===== src/rtl/life_gen_scheduler.sv =====
`default_nettype none
// ============================================================================
// Module   : life_gen_scheduler
// Purpose  : Sequences Game-of-Life generations over two ping-pong row banks
//            (init load, compute fetch, result write-back, frame-aligned swap).
// Revision : 1.0 - initial release
// ============================================================================
module life_gen_scheduler #(
    parameter int ROWS   = 720,
    parameter int ADDR_W = 10,
    parameter int GEN_W  = 16
) (
    input  logic              out_stream_aclk,
    input  logic              periph_reset,
    input  logic              init_start,
    input  logic              init_row_valid,
    output logic              init_row_ack,
    input  logic              pause,
    input  logic              disp_req,
    input  logic [ADDR_W-1:0] disp_row,
    input  logic              disp_eof,
    output logic [ADDR_W-1:0] addr_a,
    output logic [ADDR_W-1:0] addr_b,
    output logic              we_a,
    output logic              we_b,
    output logic              din_sel_init,
    output logic              disp_bank,
    output logic              calc_fetch_valid,
    output logic [ADDR_W-1:0] calc_fetch_row,
    input  logic              calc_result_valid,
    input  logic [ADDR_W-1:0] calc_result_row,
    output logic [GEN_W-1:0]  gen_count,
    output logic              busy
);
    localparam int                CNT_W        = ADDR_W + 1;
    localparam logic [ADDR_W-1:0] C_LAST_ROW   = ADDR_W'(ROWS - 1);
    localparam logic [CNT_W-1:0]  C_LAST_FETCH = CNT_W'(ROWS + 1);
    localparam logic [CNT_W-1:0]  C_ROWS       = CNT_W'(ROWS);

    typedef enum logic [2:0] {
        S_IDLE       = 3'd0,
        S_INIT       = 3'd1,
        S_COMPUTE    = 3'd2,
        S_DRAIN      = 3'd3,
        S_WAIT_FRAME = 3'd4,
        S_SWAP       = 3'd5
    } state_t;

    state_t             state_q, state_d;
    logic               disp_bank_q, disp_bank_d;
    logic [GEN_W-1:0]   gen_q, gen_d;
    logic [ADDR_W-1:0]  row_cnt_q, row_cnt_d;
    logic [CNT_W-1:0]   f_q, f_d;
    logic [CNT_W-1:0]   res_cnt_q, res_cnt_d;
    logic               fetch_valid_q;
    logic [ADDR_W-1:0]  fetch_row_q;

    logic               w_fetch_issue;
    logic [ADDR_W-1:0]  w_fetch_row;
    logic [ADDR_W-1:0]  w_src_addr, w_dst_addr;
    logic               w_src_we, w_dst_we;
    logic               w_res_wr, w_res_done;

    // Fetch index 0 and ROWS+1 wrap to the opposite edge row for the neighbour window.
    always_comb begin
        if (f_q == '0) begin
            w_fetch_row = C_LAST_ROW;
        end else if (f_q == C_LAST_FETCH) begin
            w_fetch_row = '0;
        end else begin
            w_fetch_row = ADDR_W'(f_q - CNT_W'(1));
        end
    end

    assign w_res_wr   = calc_result_valid && (res_cnt_q != C_ROWS) &&
                        ((state_q == S_COMPUTE) || (state_q == S_DRAIN));
    assign w_res_done = ((res_cnt_q + CNT_W'(w_res_wr)) == C_ROWS);

    always_comb begin
        state_d       = state_q;
        disp_bank_d   = disp_bank_q;
        gen_d         = gen_q;
        row_cnt_d     = row_cnt_q;
        f_d           = f_q;
        res_cnt_d     = res_cnt_q + CNT_W'(w_res_wr);
        w_fetch_issue = 1'b0;
        w_src_addr    = disp_req ? disp_row : '0;
        w_src_we      = 1'b0;
        w_dst_addr    = w_res_wr ? calc_result_row : '0;
        w_dst_we      = w_res_wr;
        din_sel_init  = 1'b0;
        init_row_ack  = 1'b0;

        case (state_q)
            S_IDLE: begin
                if (init_start) begin
                    state_d     = S_INIT;
                    disp_bank_d = 1'b0;
                    row_cnt_d   = '0;
                    gen_d       = '0;
                end else if (!pause) begin
                    state_d   = S_COMPUTE;
                    f_d       = '0;
                    res_cnt_d = '0;
                end
            end
            S_INIT: begin
                if (init_row_valid && !disp_req) begin
                    w_src_addr   = row_cnt_q;
                    w_src_we     = 1'b1;
                    din_sel_init = 1'b1;
                    init_row_ack = 1'b1;
                    if (row_cnt_q == C_LAST_ROW) begin
                        state_d   = S_IDLE;
                        row_cnt_d = '0;
                    end else begin
                        row_cnt_d = row_cnt_q + 1'b1;
                    end
                end
            end
            S_COMPUTE: begin
                if (!disp_req) begin
                    w_src_addr    = w_fetch_row;
                    w_fetch_issue = 1'b1;
                    if (f_q == C_LAST_FETCH) begin
                        state_d = w_res_done ? S_WAIT_FRAME : S_DRAIN;
                    end else begin
                        f_d = f_q + CNT_W'(1);
                    end
                end
            end
            S_DRAIN: begin
                if (w_res_done) begin
                    state_d = S_WAIT_FRAME;
                end
            end
            S_WAIT_FRAME: begin
                if (init_start) begin
                    state_d     = S_INIT;
                    disp_bank_d = 1'b0;
                    row_cnt_d   = '0;
                    gen_d       = '0;
                end else if (disp_eof && !pause) begin
                    state_d = S_SWAP;
                end
            end
            S_SWAP: begin
                state_d     = S_COMPUTE;
                disp_bank_d = ~disp_bank_q;
                gen_d       = gen_q + 1'b1;
                f_d         = '0;
                res_cnt_d   = '0;
            end
            default: state_d = S_IDLE;
        endcase
    end

    always_ff @(posedge out_stream_aclk) begin
        if (periph_reset) begin
            state_q       <= S_IDLE;
            disp_bank_q   <= 1'b0;
            gen_q         <= '0;
            row_cnt_q     <= '0;
            f_q           <= '0;
            res_cnt_q     <= '0;
            fetch_valid_q <= 1'b0;
            fetch_row_q   <= '0;
        end else begin
            state_q       <= state_d;
            disp_bank_q   <= disp_bank_d;
            gen_q         <= gen_d;
            row_cnt_q     <= row_cnt_d;
            f_q           <= f_d;
            res_cnt_q     <= res_cnt_d;
            fetch_valid_q <= w_fetch_issue;
            fetch_row_q   <= w_fetch_row;
        end
    end

    // The display bank is always the read source; the other bank takes results.
    assign addr_a           = disp_bank_q ? w_dst_addr : w_src_addr;
    assign we_a             = disp_bank_q ? w_dst_we   : w_src_we;
    assign addr_b           = disp_bank_q ? w_src_addr : w_dst_addr;
    assign we_b             = disp_bank_q ? w_src_we   : w_dst_we;
    assign disp_bank        = disp_bank_q;
    assign gen_count        = gen_q;
    assign calc_fetch_valid = fetch_valid_q;
    assign calc_fetch_row   = fetch_row_q;
    assign busy             = (state_q != S_IDLE) && (state_q != S_WAIT_FRAME);

endmodule
`default_nettype wire


===== config.mk =====
export PLATFORM = sky130hd
export DESIGN_NAME = life_gen_scheduler
export DESIGN_NICKNAME = d
export VERILOG_FILES = /design/src/rtl/life_gen_scheduler.sv
export SDC_FILE = /design/constraint.sdc
export NUM_CORES = 1
export LEC_CHECK = 0
export BUFFER_PORTS_ARGS = -buffer_cell sky130_fd_sc_hd__buf_2
export CORE_UTILIZATION = 50
export DETAILED_ROUTE_END_ITERATION = 7
export PLACE_DENSITY_LB_ADDON = 0.12
export SETUP_SLACK_MARGIN = 0.15
export SYNTH_ARGS = -nofsm -noshare
export SYNTH_HDL_FRONTEND = slang
export SYNTH_SLANG_ARGS = --single-unit

===== constraint.sdc =====
create_clock -name out_stream_aclk -period 4.3 [get_ports out_stream_aclk]
set_clock_uncertainty 0.1 [all_clocks]
set_input_delay 0.645 -clock out_stream_aclk [delete_from_list [all_inputs] [get_ports out_stream_aclk]]
set_output_delay 0.645 -clock out_stream_aclk [all_outputs]
set_load 0.01 [all_outputs]

==> metrics, run 1 <==
synthesized area 3660 µm²; drt first-iter violations 219; Syn Area/Cell 7.68 µm²; postcts setup bufs 0; synth warn 0; vias per cell 5.78; crit end category primary output; die width 87.6 µm; DRC 0; total power 1.42 mW; Starting Density 0.528; Die ar. 7680 µm²; Final HPWL DP 6990 µm; worst hold-check path type reg2reg; Worst EP required 3.56 ns; All-Layer GR Usage 0.264; ant diodes 0; via count 3705; first-pass GRT wire length 15600 µm; DRT Pass-1 Iters 5; fin crit period 3.60 ns; fin. max-slew vios 0; core area 6940 µm²; number of synthesized flops with an enable pin 0; pin count of the biggest net entering global routing 38; IR drop worst, VDD 0.149 mV; Hold-fix buffers, CTS 0; PwrDens 334 nW/µm²; clk_lat worst skew 0.35 ns; H-tree depth 3; Fmax 277 MHz; part of the cycle the worst path needs 0.838; grt total ovfl 0; Post-DRT Antenna Nets 0; initial antenna violation count 0; Syn Nets 513; Synth Register Bits 63; leak pwr 1.73 nW; max-capacitance violation count 0; largest area contributor in the netlist dfxtp_1; critical path startpoint category register; IO Pins 81; PortBufs 80; Crit-path slowest cell or4b_1; Top FF cell, synth dfxtp_1; Post-CTS Resized 0; Fillers 660; vias in the first global route 3303; critical path type reg2out; RePlAce Congestion 0.893; clock root buffer master clkbuf_8; Reg2Reg Depth 11; CP Max Fanout 9; Total Neg Setup Slack 0 ns; RSZ-0062 raised after global routing false; Crit path arrival time 2.86 ns; Worst Tran Pin Value 0.718 ns; Post-synth ARST share 0; top-area cell type share of the netlist area 0.344; WL/cell 14.9 µm; Die Y 87.6 µm; CP bufs+invs 2; post-synthesis sequential area ratio 0.344; CTS Buf Count 9; delay of the slowest critical-path stage 0.58 ns; Clock Sinks 63; WL final 9570 µm; final setup vio count 0; top post-synthesis cells by area dfxtp_1, nor2_1, nand2_1; clk slew on worst S/H paths 0.07 ns; cell chain of the critical path inv_1, ha_1, or4b_1, or4_4, o21ai_1, a222oi_1, o21ai_0, buf_2; clk buf depth 2; share of cells above drive strength 1 0.213; status finished, final reports clean; Largest delay share family, worst path simple AND/OR/NAND/NOR gates; worst hold slack 0.407 ns; Final Hold Fails 0; Netlist cell types 61; Mapped Cells 477; critical path depth 8; row cnt 30; post-route setup slack 0.696 ns; Nets 577; P&R area growth vs syn 15.7%; hold path cells 2; pre-CTS setup slack 1.10 ns; max_slew headroom 0.522; TritonCTS clock tree done
## cells in the final DEF, fill, tap and decap left out, types with 6 or more instances in the layout
cell type  instances
and3_1             8
o21ai_0           22
xor2_1            17
nand2_1           43
nand3_1           28
a222oi_1           7
a21oi_1           31
nor3_1            11
ha_1               8
nor2_1            84
or3_1              6
mux2_2             8
clkbuf_8          10
xnor2_1           10
buf_2             80
o21ai_1            6
inv_1              9
nand4_1            8
and2_1             7
dfxtp_1           63
## final timing paths
path / from / end / slack [ns]
max: f_q[0]$_SDFFE_PP0P_ / addr_b[0] / 0.70
min: gen_count[13]$_SDFFE_PP0P_ / gen_count[13]$_SDFFE_PP0P_ / 0.41
max reg2reg: res_cnt_q[8]$_SDFF_PP0_ / state_q[0]$_SDFFE_PP0P_ / 1.10
min reg2reg: gen_count[13]$_SDFFE_PP0P_ / gen_count[13]$_SDFFE_PP0P_ / 0.41
## metal layers
layer | track usage | share of wire | wire length [µm]
met1 | 0.337 | 0.46 | 4380
met2 | 0.431 | 0.46 | 4360
met3 | 0.0697 | 0.067 | 640
met4 | 0.0954 | 0.020 | 192
met5 | 0 | 0 | 0
## worst register-to-register path: cells and delay by family, from the launching register on
family | cells | cell delay, ns
DFF | 1 | 0.34
adders and majority gates | 2 | 0.57
and+or+nand+nor | 2 | 0.64
AOI/OAI and AO/OA | 7 | 1.45
## cell type report
| type | instances | area (µm²) | share of cell area |
|---|---|---|---|
| multi-input combinational | 375 | 2240 | 0.528 |
| inverter | 9 | 33.8 | 0.00796 |
| clock inverter | 4 | 22.5 | 0.00531 |
| tap | 96 | 120 | 0.0283 |
| sequential | 63 | 1260 | 0.297 |
| timing repair buffer | 83 | 423 | 0.0997 |
| clock buffer | 11 | 141 | 0.0333 |
## synth_stat cells (all sizes together), types with 4 or more instances
cell and count:
nor4 6, nor2b 4, nand3 28, buf 7, o21ai 29, dfxtp 63, o21a 5, a21oi 32
nor3 11, nor2 84, a22oi 4, or3 6, xor2 17, xnor2 10, inv 9, mux2 8
nand2 43, or4 4, nand4 8, and3 8, a222oi 7, and2 7, ha 8, nand3b 5
nand2b 4, clkbuf 23
## where the power goes
| group | switching, mW | internal (mW) |
|---|---|---|
| sequential | 0.0269 | 0.601 |
| combinational | 0.218 | 0.128 |
| clock | 0.226 | 0.219 |
## per-stage QoR
| step | util | std cells | cell area [µm²] |
|---|---|---|---|
| after global routing | 0.611 | 641 | 4240 |
| after global placement | 0.587 | 626 | 4080 |
| after CTS | 0.611 | 641 | 4240 |
| final | 0.611 | 641 | 4240 |
| after detailed placement | 0.587 | 626 | 4080 |
| after floorplan | - | 477 | 3660 |
## kinds of logic after synthesis
| logic type | after synthesis | synth area share |
|---|---|---|
| AND/OR/NAND/NOR | 236 | 0.323 |
| AO/OA/AOI/OAI | 96 | 0.171 |
| flip-flops | 63 | 0.344 |
| buffers and inverters | 39 | 0.0447 |
| XOR/XNOR | 27 | 0.0645 |
| multiplexers | 8 | 0.0246 |
| adder cells (fa/ha/maj) | 8 | 0.0273 |
## state kept, by name (all words and copies together), names as in the netlist
| register | cells |
|---|---|
| state_q | 3 |
| calc_fetch_valid | 1 |
| disp_bank | 1 |
| row_cnt_q | 10 |
| res_cnt_q | 11 |
| gen_count | 16 |
| calc_fetch_row | 10 |
| f_q | 11 |
Power figures use the tool's default switching activity.
==> run 2: changes to the inputs <==
ABC_AREA = 1   (was not set)
clock period = 3.46 ns   (was 4.3 ns; I/O delays follow)
==> metrics, run 2 <==
TritonCTS clock tree done; drt first-iter violations 200 (-8.7%); row cnt 32 (+6.7%); fin crit period 3.07 ns; CP Max Fanout 7 (-2); Post-DRT Antenna Nets 0 (unchanged); largest area contributor in the netlist dfxtp_1; Synth Register Bits 63 (unchanged); share of cells above drive strength 1 0.224 (+0.0113); part of the cycle the worst path needs 0.888; Starting Density 0.518 (-0.00955); P&R area growth vs syn 16.1%; initial antenna violation count 0 (unchanged); RePlAce Congestion 0.902 (+1.0%); WL final 10700 µm (+12%); Post-synth ARST share 0 (unchanged); clock root buffer master clkbuf_8; via count 4288 (+16%); synthesized area 4030 µm² (+9.8%); Mapped Cells 623 (+31%); DRC 0 (unchanged); status finished, final reports clean; Final HPWL DP 8180 µm (+17%); Crit path arrival time 2.45 ns (-0.41 ns); Clock Sinks 63 (unchanged); Gate power share 0.335 (+0.091); worst hold-check path type reg2reg; Die ar. 8410 µm² (+9.6%); Hold-fix buffers, CTS 0 (unchanged); ant diodes 0 (unchanged); crit end category primary output; most common cell after layout, fill and taps aside nand2_1; Syn Area/Cell 6.46 µm² (-16%); total power 2.06 mW (+45%); die width 91.7 µm (+4.7%); synth warn 0 (unchanged); WL/cell 13.2 µm (-11%); vias per cell 5.31 (-8.1%); top-area cell type share of the netlist area 0.313 (-0.0308); final setup vio count 0 (unchanged); Int Power 1.28 mW (+35%); Reg area 1260 µm² (about the same); PwrDens 441 nW/µm² (+32%); critical path startpoint category register; clk buf depth 2 (unchanged); max reg flops 16 (unchanged); post-synthesis sequential area ratio 0.313 (-0.0308); Worst EP required 2.84 ns (-0.72 ns); PortBufs 80 (unchanged); postcts setup bufs 0 (unchanged); max_slew headroom 0.507 (-0.0142); number of synthesized flops with an enable pin 0 (unchanged); IR drop worst, VDD 0.243 mV (+63%); Fmax 325 MHz; CTS Buf Count 9 (unchanged); core area 7770 µm² (+12%); fin. max-slew vios 0 (unchanged); Total Neg Setup Slack 0 ns (unchanged); NetSw 0.785 mW (+67%); Sw Share 0.380 (+0.0488); grt total ovfl 0 (unchanged); All-Layer GR Usage 0.263 (-0.00149); Worst Tran Pin Value 0.739 ns (+0.0212 ns); Syn Nets 659 (+28%); Multi-input gate area 2390 µm² (+6.6%); first-pass GRT wire length 17700 µm (+13%); leading cell types in the layout, fill and taps excluded nand2_1, buf_2, nor2_1; H-tree depth 3 (unchanged); pin count of the biggest net entering global routing 35 (-7.9%); Fillers 775 (+17%); vias in the first global route 3888 (+18%); Final Hold Fails 0 (unchanged); Die Y 91.7 µm (+4.7%); most frequent cells after synthesis nand2_1, nor2_1, inv_1; RSZ-0062 raised after global routing false; clk slew on worst S/H paths 0.07 ns (about the same); Flop pwr share 0.394 (-0.049); leak pwr 2.03 nW (+17%); most common cell in the netlist nand2_1; clk_lat worst skew 0.35 ns (about the same); top post-synthesis cells by area dfxtp_1, nand2_1, nor2_1; critical path type reg2out; Netlist cell types 43 (-30%); Top FF cell, synth dfxtp_1; DRT Pass-1 Iters 5 (unchanged); max-capacitance violation count 0 (unchanged); Clk pwr share 0.271 (-0.042); IO Pins 81 (unchanged); Nets 737 (+28%)
==> run 2: changes by cell type after synthesis, moves of 9 or more <==
cell	change
inv_1	+55
inv_2	+17
clkbuf_1	-13
xnor2_1	-10
nor2_4	+9
nor2_1	-10
xor2_1	-11
nand2_1	+127
==> run 2: power groups by stage <==
stage | logic (mW) | clock network [mW] | registers, mW
detailed placement | 0.686 | 0 | 0.828
CTS | 0.689 | 0.572 | 0.811
floorplan | 0.469 | 0 | 0.844
global placement | 0.677 | 0 | 0.828
finish | 0.691 | 0.560 | 0.812
global route | 0.769 | 0.611 | 0.818
==> run 2: timing repair <==
item	CTS	global route
cloned	0	0
resized for setup	1	3
setup endpoints to repair	3	3
==> run 2: kinds of logic (layout without fill, tap and decap cells) <==
family | count (synthesis) | in the layout | synth area share
buffers and inverters | 98 | 180 | 0.0954
XOR/XNOR | 6 | 6 | 0.0131
AND/OR/NAND/NOR | 345 | 345 | 0.401
flip-flops | 63 | 63 | 0.313
AO/OA/AOI/OAI | 103 | 103 | 0.153
adder cells (fa/ha/maj) | 8 | 8 | 0.0249
==> run 2: worst max-delay path, cell delays in order, from the launching register on <==
cell and delay [ns]:
dfxtp_1 0.34, inv_1 0.19, ha_1 0.25, nand2_1 0.10, nor2_1 0.20, nand3_1 0.15
nor3_2 0.19, a21oi_1 0.12, o211ai_1 0.25, nand2_1 0.07, o21ai_0 0.09, buf_2 0.16
==> run 2: path summary, 6_finish.rpt <==
path	startpoint	slack [ns]	to	cells after the start
min	row_cnt_q[9]$_SDFFE_PP0P_	0.37	row_cnt_q[9]$_SDFFE_PP0P_	2
max reg2reg	res_cnt_q[4]$_SDFF_PP0_	0.50	state_q[2]$_SDFFE_PP0P_	20
max	f_q[0]$_SDFFE_PP0P_	0.39	addr_a[0]	11
min reg2reg	row_cnt_q[9]$_SDFFE_PP0P_	0.37	row_cnt_q[9]$_SDFFE_PP0P_	2
==> run 2: layer usage <==
| metal | vias up | share of wire | wire length [µm] | GRT usage |
|---|---|---|---|---|
| met3 | 31 | 0.051 | 542 | 0.0547 |
| met5 | - | 0 | 0 | 0 |
| met4 | 0 | 0.032 | 339 | 0.121 |
| met1 | 1939 | 0.45 | 4830 | 0.324 |
| met2 | 123 | 0.47 | 4980 | 0.440 |
| li1 | 2195 | - | - | - |
==> run 2: metrics by stage <==
step / hold slack (ns) / instance area [µm²] / utilization / instances / setup WS [ns]
2_1_floorplan: 0.339 / 4030 / - / 623 / 0.838
3_3_place_gp: 0.350 / 4500 / 0.579 / 792 / 0.307
3_5_place_dp: 0.359 / 4500 / 0.579 / 792 / 0.160
4_1_cts: 0.369 / 4660 / 0.600 / 807 / 0.263
5_1_grt: 0.384 / 4670 / 0.602 / 807 / 0.164
6_report: 0.370 / 4670 / 0.602 / 807 / 0.386
==> run 2: area by class of cell <==
type | instances | share of cell area
multi-input combinational | 462 | 0.511
sequential | 63 | 0.270
timing repair buffer | 82 | 0.0889
inverter | 83 | 0.0675
clock buffer | 11 | 0.0303
tap | 102 | 0.0273
clock inverter | 4 | 0.00482
